===== config.mk =====
export PLATFORM = sky130hd
export DESIGN_NAME = ni_param
export DESIGN_NICKNAME = d
export VERILOG_FILES = /design/src/rtl/ni_param.sv
export SDC_FILE = /design/constraint.sdc
export NUM_CORES = 1
export LEC_CHECK = 0
export CAP_MARGIN = 20
export CORE_MARGIN = 4
export CORE_UTILIZATION = 45
export CTS_CLUSTER_DIAMETER = 50
export DETAILED_ROUTE_END_ITERATION = 7
export SLEW_MARGIN = 20
export SYNTH_ARGS = -nofsm -noshare
export SYNTH_HDL_FRONTEND = slang
export SYNTH_SLANG_ARGS = --single-unit

===== constraint.sdc =====
create_clock -name clk -period 6.96 [get_ports clk]
set_clock_uncertainty 0.15 [all_clocks]
set_input_delay 1.392 -clock clk [delete_from_list [all_inputs] [get_ports clk]]
set_output_delay 1.392 -clock clk [all_outputs]
set_load 0.02 [all_outputs]

===== src/rtl/ni_param.sv =====
// ni_param: GPU network interface between one GPU port and its leaf router.
//
// GPU flits {dest_id, payload} are checked and re-headed to
// {dest_id + ADDR_OFFSET, payload}, then queued in the g2r FIFO toward the
// router. Router flits carrying this node's header are restored to
// {header - ADDR_OFFSET, payload} and queued in the r2g FIFO toward the GPU.
// With LOOPBACK_EN set, g2r heads addressed to this node move straight into
// r2g instead of going out to the router.
//
// Ports:
//   clk, reset                       rising-edge clock, synchronous active-high reset
//   gpu_data_in/valid_in/ready_out   GPU -> NI flit handshake
//   gpu_data_out/valid_out/ready_in  NI -> GPU flit handshake (FWFT from r2g)
//   router_data_out/valid_out/ready_in  NI -> router flit handshake (FWFT from g2r)
//   router_data_in/valid_in/ready_out   router -> NI flit handshake
//   g2r_level, r2g_level             FIFO occupancies (0..DEPTH)
//   bad_dest_cnt                     saturating count of GPU flits with invalid dest
//   misroute_cnt                     saturating count of router flits with foreign header

module ni_param_fifo #(
  parameter int unsigned DATA_W = 16,
  parameter int unsigned DEPTH  = 8
) (
  input  logic                       clk,
  input  logic                       reset,
  input  logic                       push,
  input  logic [DATA_W-1:0]          push_data,
  input  logic                       pop,
  output logic [DATA_W-1:0]          head,
  output logic                       empty,
  output logic                       full,
  output logic [$clog2(DEPTH):0]     level
);
  localparam int unsigned PTR_W = $clog2(DEPTH);
  localparam int unsigned LVL_W = PTR_W + 1;

  logic [DATA_W-1:0] mem [DEPTH];
  logic [PTR_W-1:0]  wr_ptr;
  logic [PTR_W-1:0]  rd_ptr;
  logic [LVL_W-1:0]  count;

  // Storage is not reset: a flush only needs the pointers and count cleared.
  always_ff @(posedge clk) begin
    if (push) begin
      mem[wr_ptr] <= push_data;
    end
  end

  always_ff @(posedge clk) begin
    if (reset) begin
      wr_ptr <= '0;
      rd_ptr <= '0;
      count  <= '0;
    end else begin
      if (push) begin
        wr_ptr <= wr_ptr + 1'b1;
      end
      if (pop) begin
        rd_ptr <= rd_ptr + 1'b1;
      end
      if (push && !pop) begin
        count <= count + 1'b1;
      end else if (pop && !push) begin
        count <= count - 1'b1;
      end
    end
  end

  assign head  = mem[rd_ptr];
  assign empty = (count == '0);
  assign full  = (count == LVL_W'(DEPTH));
  assign level = count;
endmodule

module ni_param #(
  parameter int unsigned GPU_ID      = 3,
  parameter int unsigned NUM_GPUS    = 32,
  parameter int unsigned DATA_W      = 16,
  parameter int unsigned ID_W        = 6,
  parameter int unsigned ADDR_OFFSET = 3,
  parameter int unsigned DEPTH       = 8,
  parameter int unsigned LOOPBACK_EN = 1,
  parameter int unsigned CNT_W       = 8
) (
  input  logic                     clk,
  input  logic                     reset,
  input  logic [DATA_W-1:0]        gpu_data_in,
  input  logic                     gpu_valid_in,
  output logic                     gpu_ready_out,
  output logic [DATA_W-1:0]        gpu_data_out,
  output logic                     gpu_valid_out,
  input  logic                     gpu_ready_in,
  output logic [DATA_W-1:0]        router_data_out,
  output logic                     router_valid_out,
  input  logic                     router_ready_in,
  input  logic [DATA_W-1:0]        router_data_in,
  input  logic                     router_valid_in,
  output logic                     router_ready_out,
  output logic [$clog2(DEPTH):0]   g2r_level,
  output logic [$clog2(DEPTH):0]   r2g_level,
  output logic [CNT_W-1:0]         bad_dest_cnt,
  output logic [CNT_W-1:0]         misroute_cnt
);
  localparam int unsigned PAY_W = DATA_W - ID_W;
  localparam logic [ID_W-1:0] OFFS    = ID_W'(ADDR_OFFSET);
  localparam logic [ID_W-1:0] MY_ADDR = ID_W'(GPU_ID + ADDR_OFFSET);
  localparam bit LOOP = (LOOPBACK_EN != 0);

  // GPU ingress
  logic [ID_W-1:0]   gpu_dest;
  logic              gpu_dest_bad;
  logic              gpu_fire;
  logic              g2r_push;
  logic [DATA_W-1:0] g2r_push_data;

  // g2r FIFO
  logic [DATA_W-1:0] g2r_head;
  logic              g2r_empty;
  logic              g2r_full;
  logic              g2r_pop;
  logic [ID_W-1:0]   g2r_head_hdr;
  logic              head_is_local;
  logic              loop_move;

  // Router ingress
  logic [ID_W-1:0]   rtr_hdr;
  logic              rtr_fire;
  logic              rtr_accept;

  // r2g FIFO
  logic              r2g_push;
  logic [DATA_W-1:0] r2g_push_data;
  logic [DATA_W-1:0] r2g_head;
  logic              r2g_empty;
  logic              r2g_full;
  logic              r2g_pop;

  assign gpu_ready_out    = !g2r_full;
  assign router_ready_out = !r2g_full;

  assign gpu_dest      = gpu_data_in[DATA_W-1 -: ID_W];
  assign gpu_dest_bad  = (gpu_dest == '0) || (32'(gpu_dest) > NUM_GPUS);
  assign gpu_fire      = gpu_valid_in && gpu_ready_out;
  assign g2r_push      = gpu_fire && !gpu_dest_bad;
  assign g2r_push_data = {gpu_dest + OFFS, gpu_data_in[PAY_W-1:0]};

  assign g2r_head_hdr  = g2r_head[DATA_W-1 -: ID_W];
  assign head_is_local = LOOP && (g2r_head_hdr == MY_ADDR);

  assign router_valid_out = !g2r_empty && !head_is_local;
  assign router_data_out  = router_valid_out ? g2r_head : '0;

  // A local head waits while the router is offering a flit: the router owns
  // the single r2g write port that cycle, and g2r stays strictly in order.
  assign loop_move = !g2r_empty && head_is_local && !r2g_full && !router_valid_in;
  assign g2r_pop   = (router_valid_out && router_ready_in) || loop_move;

  assign rtr_hdr    = router_data_in[DATA_W-1 -: ID_W];
  assign rtr_fire   = router_valid_in && router_ready_out;
  assign rtr_accept = rtr_fire && (rtr_hdr == MY_ADDR);

  // loop_move and rtr_fire are mutually exclusive (loop_move needs !router_valid_in).
  always_comb begin
    r2g_push      = 1'b0;
    r2g_push_data = '0;
    if (rtr_accept) begin
      r2g_push      = 1'b1;
      r2g_push_data = {rtr_hdr - OFFS, router_data_in[PAY_W-1:0]};
    end else if (loop_move) begin
      r2g_push      = 1'b1;
      r2g_push_data = {g2r_head_hdr - OFFS, g2r_head[PAY_W-1:0]};
    end
  end

  assign gpu_valid_out = !r2g_empty;
  assign gpu_data_out  = gpu_valid_out ? r2g_head : '0;
  assign r2g_pop       = gpu_valid_out && gpu_ready_in;

  ni_param_fifo #(
    .DATA_W (DATA_W),
    .DEPTH  (DEPTH)
  ) u_g2r (
    .clk       (clk),
    .reset     (reset),
    .push      (g2r_push),
    .push_data (g2r_push_data),
    .pop       (g2r_pop),
    .head      (g2r_head),
    .empty     (g2r_empty),
    .full      (g2r_full),
    .level     (g2r_level)
  );

  ni_param_fifo #(
    .DATA_W (DATA_W),
    .DEPTH  (DEPTH)
  ) u_r2g (
    .clk       (clk),
    .reset     (reset),
    .push      (r2g_push),
    .push_data (r2g_push_data),
    .pop       (r2g_pop),
    .head      (r2g_head),
    .empty     (r2g_empty),
    .full      (r2g_full),
    .level     (r2g_level)
  );

  always_ff @(posedge clk) begin
    if (reset) begin
      bad_dest_cnt <= '0;
      misroute_cnt <= '0;
    end else begin
      if (gpu_fire && gpu_dest_bad && (bad_dest_cnt != '1)) begin
        bad_dest_cnt <= bad_dest_cnt + 1'b1;
      end
      if (rtr_fire && !rtr_accept && (misroute_cnt != '1)) begin
        misroute_cnt <= misroute_cnt + 1'b1;
      end
    end
  end
endmodule


# Word-level counts from Yosys, hierarchy flattened
# Memory sizes are Yosys's and may differ from the RTL's. A register that Yosys moved wholly into a read port is not among the register bits.
# Index checks and enable logic that the tools add are counted.
[op_classes]
n_reduce_logical = 37
n_addsub = 13
n_eq_ne = 6
n_lt_le_gt_ge = 1
n_mux = 18
[op_table]
columns = ["cell", "count"]
rows = [
  ["two-way mux 16 bit", 4],
  ["logical AND 1 bit", 18],
  ["adder 8 x 1 -> 8 bit (second input constant)", 2],
  ["two-way mux 4 bit", 4],
  ["!= test 8 bit (second input constant)", 2],
  ["adder 3 x 1 -> 3 bit (second input constant)", 4],
  ["== test 6 x 3 -> 1 bit (second input constant)", 2],
  ["logical NOT 1 bit", 12],
  ["two-way mux 3 bit", 4],
  ["subtractor 6 x 2 -> 6 bit (second input constant)", 2],
  ["adder 4 x 1 -> 4 bit (second input constant)", 2],
  ["== test 4 bit (second input constant)", 2],
  ["logical NOT 4 bit", 2],
  ["subtractor 4 x 1 -> 4 bit (second input constant)", 2],
  ["adder 6 x 2 -> 6 bit (second input constant)", 1],
  ["greater-than comparator 6 bit (second input constant)", 1],
  ["logical NOT 6 bit", 1],
  ["two-way mux 1 bit", 6],
  ["nonzero test 2 bit", 2],
  ["logical OR 1 bit", 2],
]
[word_totals]
reg_bits = 36
n_memories = 2
ram_bits = 256
[mem_list]
columns = ["name", "words", "width", "read_ports", "rd_ports_with_merged_regs", "wr", "line", "text"]
rows = [
  ["u_g2r.mem", 8, 16, 1, 1, 1, "37", "logic [DATA_W-1:0] mem [DEPTH];"],
  ["u_r2g.mem", 8, 16, 1, 1, 1, "37", ""],
]

# Logic depth before layout (Yosys ltp)
# Gate-level depths: netlist of the first run.
[logic_depth]
ltp_word = 11
ltp_mapped = 19

# Hierarchy
# From an unflattened synthesis of the first run, not the netlist that was laid out.
[hier_totals]
hier_cells = 700
area_unflattened_um2 = 12514.5
[modules_own_cells]
columns = ["module", "cells_each", "seq_area_each_um2", "n_inst", "area_each_um2"]
rows = [
  ["ni_param_fifo", 254, 4103.9, 2, 5531.6],
  ["ni_param", 192, 320.3, 1, 1451.4],
]

# Worst setup path before layout of the first run
# Ideal clock, no wire load.
[synth_path]
path_kind = "input-to-reg"
startpoint = "input gpu_data_in[10]"
endpoint = "memory u_g2r.mem[0][0] (enable)"
setup_slack_ns = 2.559
arrival_time_ns = 3.841
setup_time_ns = 0.409
path_stages = 8
required_ns = 6.401
n_path_buf = 1
path_cell_list = "inv_1 > ha_1 > nor4b_1 > xnor2_1 > nor2b_1 > clkbuf_1 > nand2b_1 > nor3_1"
[synth_between]
elab_chain_cells = 6
[synth_rtl]
columns = ["element", "line", "text"]
rows = [
  ["start: declaration", "87", "input logic [DATA_W-1:0] gpu_data_in,"],
  ["greater-than comparator 6 bit or logical NOT 6 bit (tied branches)", "142", "assign gpu_dest_bad = (gpu_dest == '0) || (32'(gpu_dest) > NUM_GPUS);"],
  ["logical OR 1 bit (*)", "142", ""],
  ["logical NOT 1 bit (*)", "144", "assign g2r_push = gpu_fire && !gpu_dest_bad;"],
  ["logical AND 1 bit (*)", "144", ""],
  ["named net g2r_push", "113", "logic g2r_push;"],
  ["two-way mux 1 bit (*)", "44", "if (push) begin"],
  ["two-way mux 1 bit (not written as such) (*)", "45", "mem[wr_ptr] <= push_data;"],
  ["end: declaration", "37", ""],
]
# The timed path passes the listed nets; every way through them passes the cells marked *.

==> flow_metrics.tcl, run 1 <==
set metrics [dict create \
    min_period_over_period_pct 79.1 \
    clock_latency_ns 0.50 \
    fillers 2016 \
    grt_first_pass_wirelength_um 39200 \
    dr.pass1.iters 4 \
    layout_setup_ws_ns 1.45 \
    ys_warn_count 0 \
    synth_edf_count 256 \
    grt_usage_pct 17.7 \
    max-slew-margin-rel_pct 29.5 \
    die_area_um2 29500 \
    wl_per_cell_um 21.4 \
    final_layout_size_suffix_gt1_share_pct 17.8 \
    fp-row-count 59 \
    via_per_inst 5.35 \
    h-tree-depth 2 \
    worstPathMaxFanout 24 \
    path_cells "buf_4 > mux4_2 > mux2_2 > ha_1 > inv_1 > a2111o_1 > o21bai_1 > buf_4 > nor2b_1 > clkdlybuf4s50_1" \
    drt_iter0_drc 576 \
    fin_crit_ns 5.51 \
    tns_ns 0 \
    dpl-instance-area_um2 13600 \
    grt_max_degree 42 \
    place_hpwl_um 16400 \
    setup_viol 0 \
    hold_viol 0 \
    drv_slew 0 \
    ir_drop_v 0.000205 \
    seqPwrFrac_pct 39.9 \
    grt_pass1_vias 6800 \
    cts_setup_buffers 0 \
    synth_common_cells "edfxtp_1 (256), nor2_1 (78), mux4_2 (62), dfxtp_1 (42), mux2i_1 (37)" \
    fin_hold_ws_ns 0.330 \
    rrSetupSlack_ns 2.04 \
    routed-via-count 6422 \
    fin_nets 899 \
    drv_cap 0 \
    internal-power_uw 3690 \
    critPathLaunchType "flip-flop" \
    core_um2 26200 \
    power.density_nw_per_um2 354 \
    antenna_found_initial 0 \
    crit_top_cell "buf_4" \
    slowest_stage "clkdlybuf4s50_1" \
    root_buffer "clkbuf_16" \
    async_reset_ff_share_pct 0 \
    yosysMostFrequentCell "edfxtp_1" \
    cpPeakStageDelay_ns 0.65 \
    synth_top_cells_by_area "edfxtp_1 (64%), mux4_2 (12%), dfxtp_1 (7.0%), mux2i_1 (3.1%), nor2_1 (2.4%)" \
    postRouteAntennaNets 0 \
    synthFlopType "edfxtp_1" \
    syn_area_um2 12100 \
    max_freq_mhz 182 \
    syn_to_final_growth_pct 21.8 \
    rr_worst_depth 16 \
    cts.clk_slew.worst_paths_ns 0.06 \
    switching_share_pct 29.1 \
    initial_utilization_pct 46.1 \
    synth_seq_cells 298 \
    grt-ovfl-total 0 \
    power_frac_clock_pct 32.7 \
    max_slew.worst_pin.slew_ns 1.06 \
    pre_cts_ws_ns 1.94 \
    clockBufferDepth 3 \
    port_buffers 97 \
    ios 98 \
    rsz0062_at_grt "no" \
    post-route-drc-count 0 \
    status "completed" \
    path_class "flip-flop to primary output" \
    diodes 0 \
    cts_tree "built" \
    ys_types 49 \
    cts_buffers 34 \
    place.gp.congestion 0.777 \
    synth_top_area_share_pct 63.7 \
    cp.arrival_ns 3.97 \
    synth_cells 697 \
    yosysSeqAreaShare_pct 70.6 \
    clock-sinks 298 \
    leakage_uw 0.00477 \
    synth_largest_area_cell "edfxtp_1" \
    fp.dieH_um 172 \
    hold_path_class "flip-flop to flip-flop" \
    synth.avg_cell_area_um2 17.3 \
    required_ns 5.42 \
    die_x_um 172 \
    end_kind "primary output" \
    finalInstanceArea_um2 14700 \
    hold_depth 2 \
    pwr-share-comb_pct 27.4 \
    cts_hold_buf 0 \
    wl_um 25700 \
    cts_resized 0 \
    power.switching_uw 1520 \
]
## power groups by stage
| stage | clock, uW | combinational [uW] | sequential, uW |
|---|---|---|---|
| global route | 1830 | 1540 | 2090 |
| global placement | 0 | 1420 | 2110 |
| CTS | 1740 | 1450 | 2080 |
| detailed placement | 0 | 1450 | 2120 |
| finish | 1700 | 1430 | 2080 |
| floorplan | 0 | 906 | 2100 |
## state kept, by name, summed over array words and instances (netlist names), named ones only
signal and count:
u_g2r.level 4, u_r2g.wr_ptr 3, u_g2r.wr_ptr 3, u_r2g.level 4, bad_dest_cnt 8, misroute_cnt 8, u_g2r.rd_ptr 3, u_r2g.rd_ptr 3
u_r2g.mem 128, u_g2r.mem 128
## layer usage
| metal | global-route usage [%] | share of wire, % | vias up |
|---|---|---|---|
| li1 | - | - | 2969 |
| met1 | 22.8 | 42 | 3283 |
| met2 | 31.3 | 52 | 134 |
| met3 | 3.17 | 4.4 | 36 |
| met4 | 4.61 | 1.8 | 0 |
| met5 | 0 | 0 | - |
## per-stage QoR
stage	util [%]	total power (uW)	cells
CTS	56.1	5280	1201
finish	56.1	5210	1201
global route	56.1	5460	1201
detailed placement	51.9	3560	1141
global placement	51.9	3530	1141
floorplan	-	3010	720
## layout by cell type (no fill, tap or decap), types with 9 or more instances in the layout
cell and n:
edfxtp_1 256, clkdlybuf4s50_1 97, nor2_1 75, mux4_2 62, dfxtp_1 38, mux2i_1 37, clkbuf_16 37, nand2_1 26
conb_1 24, buf_4 18, xor2_1 17, ha_1 17, o21ai_0 16, inv_1 12, xnor2_1 12, nand2b_1 9
nor2b_1 9, a21oi_1 9
## critical path, delay by kind of cell, from the launching register on
family / cells / cell delay [ns]
compound gates: 2 / 0.23
fa+ha+maj: 1 / 0.19
buf+inv: 4 / 1.43
flops: 1 / 0.56
mux: 2 / 0.86
simple gates: 1 / 0.19
## path summary, 6_finish.rpt
path,from,to
hold reg to reg,u_r2g.rd_ptr[1],flip-flop
hold / removal,u_r2g.rd_ptr[1],flip-flop
setup / recovery,flip-flop,router_data_out[11]
setup reg to reg,flip-flop,u_g2r.level[3]
## layout make-up
cell class / instances / area, um^2 / area share, %
clock inverters: 16 / 116 / 0.791
flip-flops and latches: 298 / 8530 / 58.0
well taps: 335 / 419 / 2.85
repair buffers: 115 / 1110 / 7.52
inverters: 12 / 45.0 / 0.306
clock buffers: 44 / 972 / 6.61
multi-input cells: 381 / 3510 / 23.9
## cell families (layout without fill, tap and decap cells)
kind of cell,after synthesis,count (layout),synth area share (%)
AND/OR/NAND/NOR,158,158,6.08
multiplexers,106,106,15.3
XOR/XNOR,29,29,2.10
flip-flops,298,298,70.6
buffers and inverters,41,187,1.40
adder cells (fa/ha/maj),19,19,2.09
other,1,24,0.0311
AO/OA/AOI/OAI,45,45,2.37
(Power assumes the default switching activity.)
==> run 2, diff against run 1 <==
--- a/config.mk
+++ b/config.mk
@@ -10,6 +10,7 @@
 export CORE_UTILIZATION = 45
 export CTS_CLUSTER_DIAMETER = 50
 export DETAILED_ROUTE_END_ITERATION = 7
+export PLACE_DENSITY = 0.67
 export SLEW_MARGIN = 20
 export SYNTH_ARGS = -nofsm -noshare
 export SYNTH_HDL_FRONTEND = slang
==> constraint.sdc (replaced) <==
create_clock -name clk -period 4.8 [get_ports clk]
set_clock_uncertainty 0.15 [all_clocks]
set_input_delay 0.96 -clock clk [delete_from_list [all_inputs] [get_ports clk]]
set_output_delay 0.96 -clock clk [all_outputs]
set_load 0.02 [all_outputs]
==> flow_metrics.tcl, run 2 (synthesized netlist as in run 1, its figures left out) <==
set metrics [dict create \
    status "completed" \
    fin_nets 922 \
    wl_um 25100 \
    hold_viol 0 \
    slowest_stage "dfxtp_1" \
    core_um2 26200 \
    place.gp.congestion 0.795 \
    cts.clk_slew.worst_paths_ns 0.06 \
    met3_usage_pct 2.60 \
    fin_hold_ws_ns 0.343 \
    final_cell_mix "edfxtp_1 (256), clkdlybuf4s50_1 (97), nor2_1 (78)" \
    leakage_uw 0.00486 \
    max_slew.worst_pin.slew_ns 0.970 \
    initial_utilization_pct 46.1 \
    required_ns 3.69 \
    postRouteAntennaNets 0 \
    power.density_nw_per_um2 511 \
    drt_iter0_drc 334 \
    setup_viol 0 \
    syn_to_final_growth_pct 22.5 \
    diodes 0 \
    root_buffer "clkbuf_16" \
    clockBufferDepth 3 \
    path_class "flip-flop to primary output" \
    hold_path_class "flip-flop to flip-flop" \
    ir_drop_v 0.000342 \
    grt_pass1_vias 6974 \
    clock-sinks 298 \
    fin_crit_ns 4.47 \
    max-slew-margin-rel_pct 34.8 \
    cts_hold_buf 0 \
    min_period_over_period_pct 93.1 \
    port_buffers 97 \
    layout_setup_ws_ns 0.329 \
    antenna_found_initial 0 \
    cts_tree "built" \
    grt-ovfl-total 0 \
    final_layout_size_suffix_gt1_share_pct 19.6 \
    routed-via-count 6556 \
    drv_slew 0 \
    tns_ns 0 \
    wl_per_cell_um 20.5 \
    cp.arrival_ns 3.36 \
    grt_first_pass_wirelength_um 39100 \
    utilization_pct 56.4 \
    crit_family "buffers and inverters" \
    place_hpwl_um 16700 \
    crit_top_cell "buf_4" \
    grt_usage_pct 17.2 \
    grt_max_degree 33 \
    max_freq_mhz 224 \
    rsz0062_at_grt "no" \
    dr.pass1.iters 5 \
    cpPeakStageDelay_ns 0.61 \
    place_inst 1161 \
    ios 98 \
    die_area_um2 29500 \
    end_kind "primary output" \
    use_met2_pct 31.7 \
    fp.dieH_um 172 \
    path_cells "mux4_2 > mux2i_1 > buf_4 > ha_1 > inv_1 > a2111o_1 > o21bai_1 > buf_4 > nor2b_1 > clkdlybuf4s50_1" \
    via_per_inst 5.36 \
    post-route-drc-count 0 \
    cts_buffers 31 \
    instances_no_fill 1223 \
    critPathLaunchType "flip-flop" \
    reg_top3 "u_g2r.mem: 128 flops, u_r2g.mem: 128 flops" \
    drv_cap 0 \
    worstPathMaxFanout 14 \
    pre_cts_ws_ns 0.442 \
    fp-row-count 59 \
    grt_use_met1_pct 21.7 \
    clock_latency_ns 0.54 \
    path_buf_inv 4 \
    h-tree-depth 1 \
    die_x_um 172 \
    final_common_cell "edfxtp_1" \
    busiest_layer "met2" \
]
[run 2: final timing paths]
kind,endpoint,from,depth (start not counted),slack (ns)
hold / removal,flip-flop,u_r2g.rd_ptr[1],2,0.34
setup reg to reg,u_r2g.level[3],flip-flop,17,0.77
hold reg to reg,flip-flop,u_r2g.rd_ptr[1],2,0.34
setup / recovery,router_data_out[11],flip-flop,10,0.33
[run 2: through the flow]
| step | cell area, um^2 | total power, uW |
|---|---|---|
| 4_1_cts | 14700 | 7610 |
| 3_3_place_gp | 13700 | 5250 |
| 5_1_grt | 14800 | 7920 |
| 2_1_floorplan | 12200 | 4360 |
| 3_5_place_dp | 13700 | 5310 |
| 6_report | 14800 | 7550 |
[run 2: area by class of cell]
cell class                 count  area [um^2]
multi-input combinational    381         3480
sequential                   298         8530
fill                        1985        11400
tap                          335          419
inverter                      12         45.0
timing repair buffer         141         1310
clock inverter                23          209
clock buffer                  33          783
[run 2: what timing repair did]
action                                  4_1_cts  5_1_grt
endpoints found under the setup margin        2        4
gates resized for setup                       1        0
pin swaps                                     0        0
setup buffers                                 0        6
[run 2: worst register-to-register path, stage by stage (launching register included)]
cell,delay (ns)
dfxtp_1,0.61
mux4_2,0.38
mux2i_1,0.14
buf_4,0.15
ha_1,0.14
inv_1,0.04
a2111o_1,0.34
or2_1,0.28
buf_4,0.19
nand2_1,0.08
ha_1,0.19
inv_1,0.09
ha_1,0.27
a21o_1,0.18
a21oi_1,0.18
xnor2_1,0.09
or3_1,0.31
a21oi_1,0.15
[run 2: report_power, final]
part	switching, uW	internal [uW]	leakage [uW]
clock	943	1350	0.000487
sequential	112	2900	0.00261
combinational	1160	1100	0.00176
[run 2: routing by layer]
layer	wire length [um]	share of wire [%]
met1	10100	40
met2	13600	54
met3	973	3.9
met4	437	1.7
met5	0	0
==> run 3, diff against run 2 <==
--- a/config.mk
+++ b/config.mk
@@ -11,7 +11,6 @@
 export CTS_CLUSTER_DIAMETER = 50
 export DETAILED_ROUTE_END_ITERATION = 7
 export PLACE_DENSITY = 0.67
-export SLEW_MARGIN = 20
 export SYNTH_ARGS = -nofsm -noshare
 export SYNTH_HDL_FRONTEND = slang
 export SYNTH_SLANG_ARGS = --single-unit
==> flow_metrics.tcl, run 3 (synthesized netlist as in run 1, its figures left out) <==
set metrics [dict create \
    antenna_found_initial 0 \
    place_hpwl_um 16700 \
    critPathLaunchType "flip-flop" \
    place.gp.congestion 0.795 \
    switching_share_pct 29.3 \
    post-route-drc-count 0 \
    final_common_cell "edfxtp_1" \
    power.switching_uw 2220 \
    cts_buffers 31 \
    final_layout_size_suffix_gt1_share_pct 19.7 \
    cts.clk_slew.worst_paths_ns 0.06 \
    max_freq_mhz 224 \
    cp.arrival_ns 3.36 \
    slowest_stage "dfxtp_1" \
    wl_um 25100 \
    multiInputGateArea_um2 3480 \
    cpPeakStageDelay_ns 0.61 \
    cts_tree "built" \
    tns_ns 0 \
    internal-power_uw 5340 \
    grt_pass1_vias 6974 \
    fin_crit_ns 4.47 \
    reg_top3 "u_g2r.mem: 128 flops, u_r2g.mem: 128 flops" \
    clock_latency_ns 0.54 \
    fp.dieH_um 172 \
    grt_max_degree 33 \
    seqCellArea_um2 8530 \
    initial_utilization_pct 46.1 \
    grt-ovfl-total 0 \
    wl_per_cell_um 20.5 \
    syn_to_final_growth_pct 22.5 \
    die_x_um 172 \
    clockBufferDepth 3 \
    fp-row-count 59 \
    top_layer "met4" \
    pwr-share-comb_pct 29.9 \
    leakage_uw 0.00486 \
    min_period_over_period_pct 93.2 \
    ios 98 \
    dr_wl_met3_um 980 \
    setup_viol 0 \
    grt_usage_pct 17.2 \
    drt-met1-wl_um 10100 \
    seqPwrFrac_pct 39.8 \
    max-slew-margin-rel_pct 31.4 \
    dr.pass1.iters 5 \
    diodes 0 \
    postRouteAntennaNets 0 \
    cts_hold_buf 0 \
    via_per_inst 5.36 \
    power_frac_clock_pct 30.3 \
    root_buffer "clkbuf_16" \
    status "completed" \
    ir_drop_v 0.000344 \
    crit_top_cell "buf_4" \
    h-tree-depth 1 \
    final_cell_mix "edfxtp_1 (256), clkdlybuf4s50_1 (97), nor2_1 (78)" \
    required_ns 3.69 \
    layout_setup_ws_ns 0.327 \
    power.density_nw_per_um2 511 \
    path_class "flip-flop to primary output" \
    port_buffers 97 \
    drv_slew 0 \
    clock-sinks 298 \
    drv_cap 0 \
    hold_viol 0 \
    fillers 1985 \
    end_kind "primary output" \
    path_cells "mux4_2 > mux2i_1 > buf_4 > ha_1 > inv_1 > a2111o_1 > o21bai_1 > buf_4 > nor2b_1 > clkdlybuf4s50_1" \
    max_slew.worst_pin.slew_ns 1.02 \
    fin_hold_ws_ns 0.344 \
    routed-via-count 6559 \
    grt_first_pass_wirelength_um 39100 \
    rsz0062_at_grt "no" \
    core_um2 26200 \
    pre_cts_ws_ns 0.442 \
    fin_nets 923 \
    wl_met2_um 13600 \
    die_area_um2 29500 \
    hold_path_class "flip-flop to flip-flop" \
    worstPathMaxFanout 14 \
    drt_iter0_drc 311 \
]
-- run 3: metal layers --
metal  up-vias  global-route usage, %
met4         0                   3.76
met1      3367                   21.7
met2       147                   31.7
li1       3017                      -
met5         -                      0
met3        28                   2.60
-- run 3: power by group through the flow --
stage          sequential, uW  clock [uW]  combinational (uW)
3_3_place_gp             3070           0                2180
4_1_cts                  3030        2340                2230
3_5_place_dp             3080           0                2220
2_1_floorplan            3050           0                1310
6_report                 3010        2290                2260
5_1_grt                  3030        2450                2440
-- run 3: critical path, delay by kind of cell (launching register included) --
| kind | cells | cell delay (ns) |
|---|---|---|
| DFF | 1 | 0.61 |
| and+or+nand+nor | 1 | 0.07 |
| muxes | 2 | 0.52 |
| buffers and inverters | 4 | 1.01 |
| adders and majority gates | 1 | 0.14 |
| AOI/OAI and AO/OA | 2 | 0.48 |
-- run 3: area by class of cell --
| type | instances | area share, % |
|---|---|---|
| Tap cell | 335 | 2.83 |
| Multi-Input combinational cell | 381 | 23.6 |
| Inverter | 12 | 0.304 |
| Clock buffer | 33 | 5.29 |
| Timing Repair Buffer | 142 | 8.93 |
| Sequential cell | 298 | 57.7 |
| Clock inverter | 23 | 1.41 |
-- run 3: through the flow --
stage	cell area (um^2)	util (%)	power [uW]	std cells
after floorplan	12200	-	4360	720
after global placement	13700	52.4	5250	1161
after detailed placement	13700	52.4	5310	1161
after CTS	14700	56.2	7610	1217
after global routing	14800	56.5	7920	1224
final	14800	56.5	7560	1224
-- run 3: worst paths after layout --
check	startpoint	to	slack, ns	cells after the start
min reg2reg	u_r2g.rd_ptr[1]	flip-flop	0.34	2
max reg2reg	flip-flop	u_r2g.level[3]	0.76	17
min	u_r2g.rd_ptr[1]	flip-flop	0.34	2
max	flip-flop	router_data_out[11]	0.33	10
-- run 3: what timing repair did --
action,4_1_cts,5_1_grt
buffers inserted,0,6
gates resized for setup,1,0
setup endpoints to repair,2,4
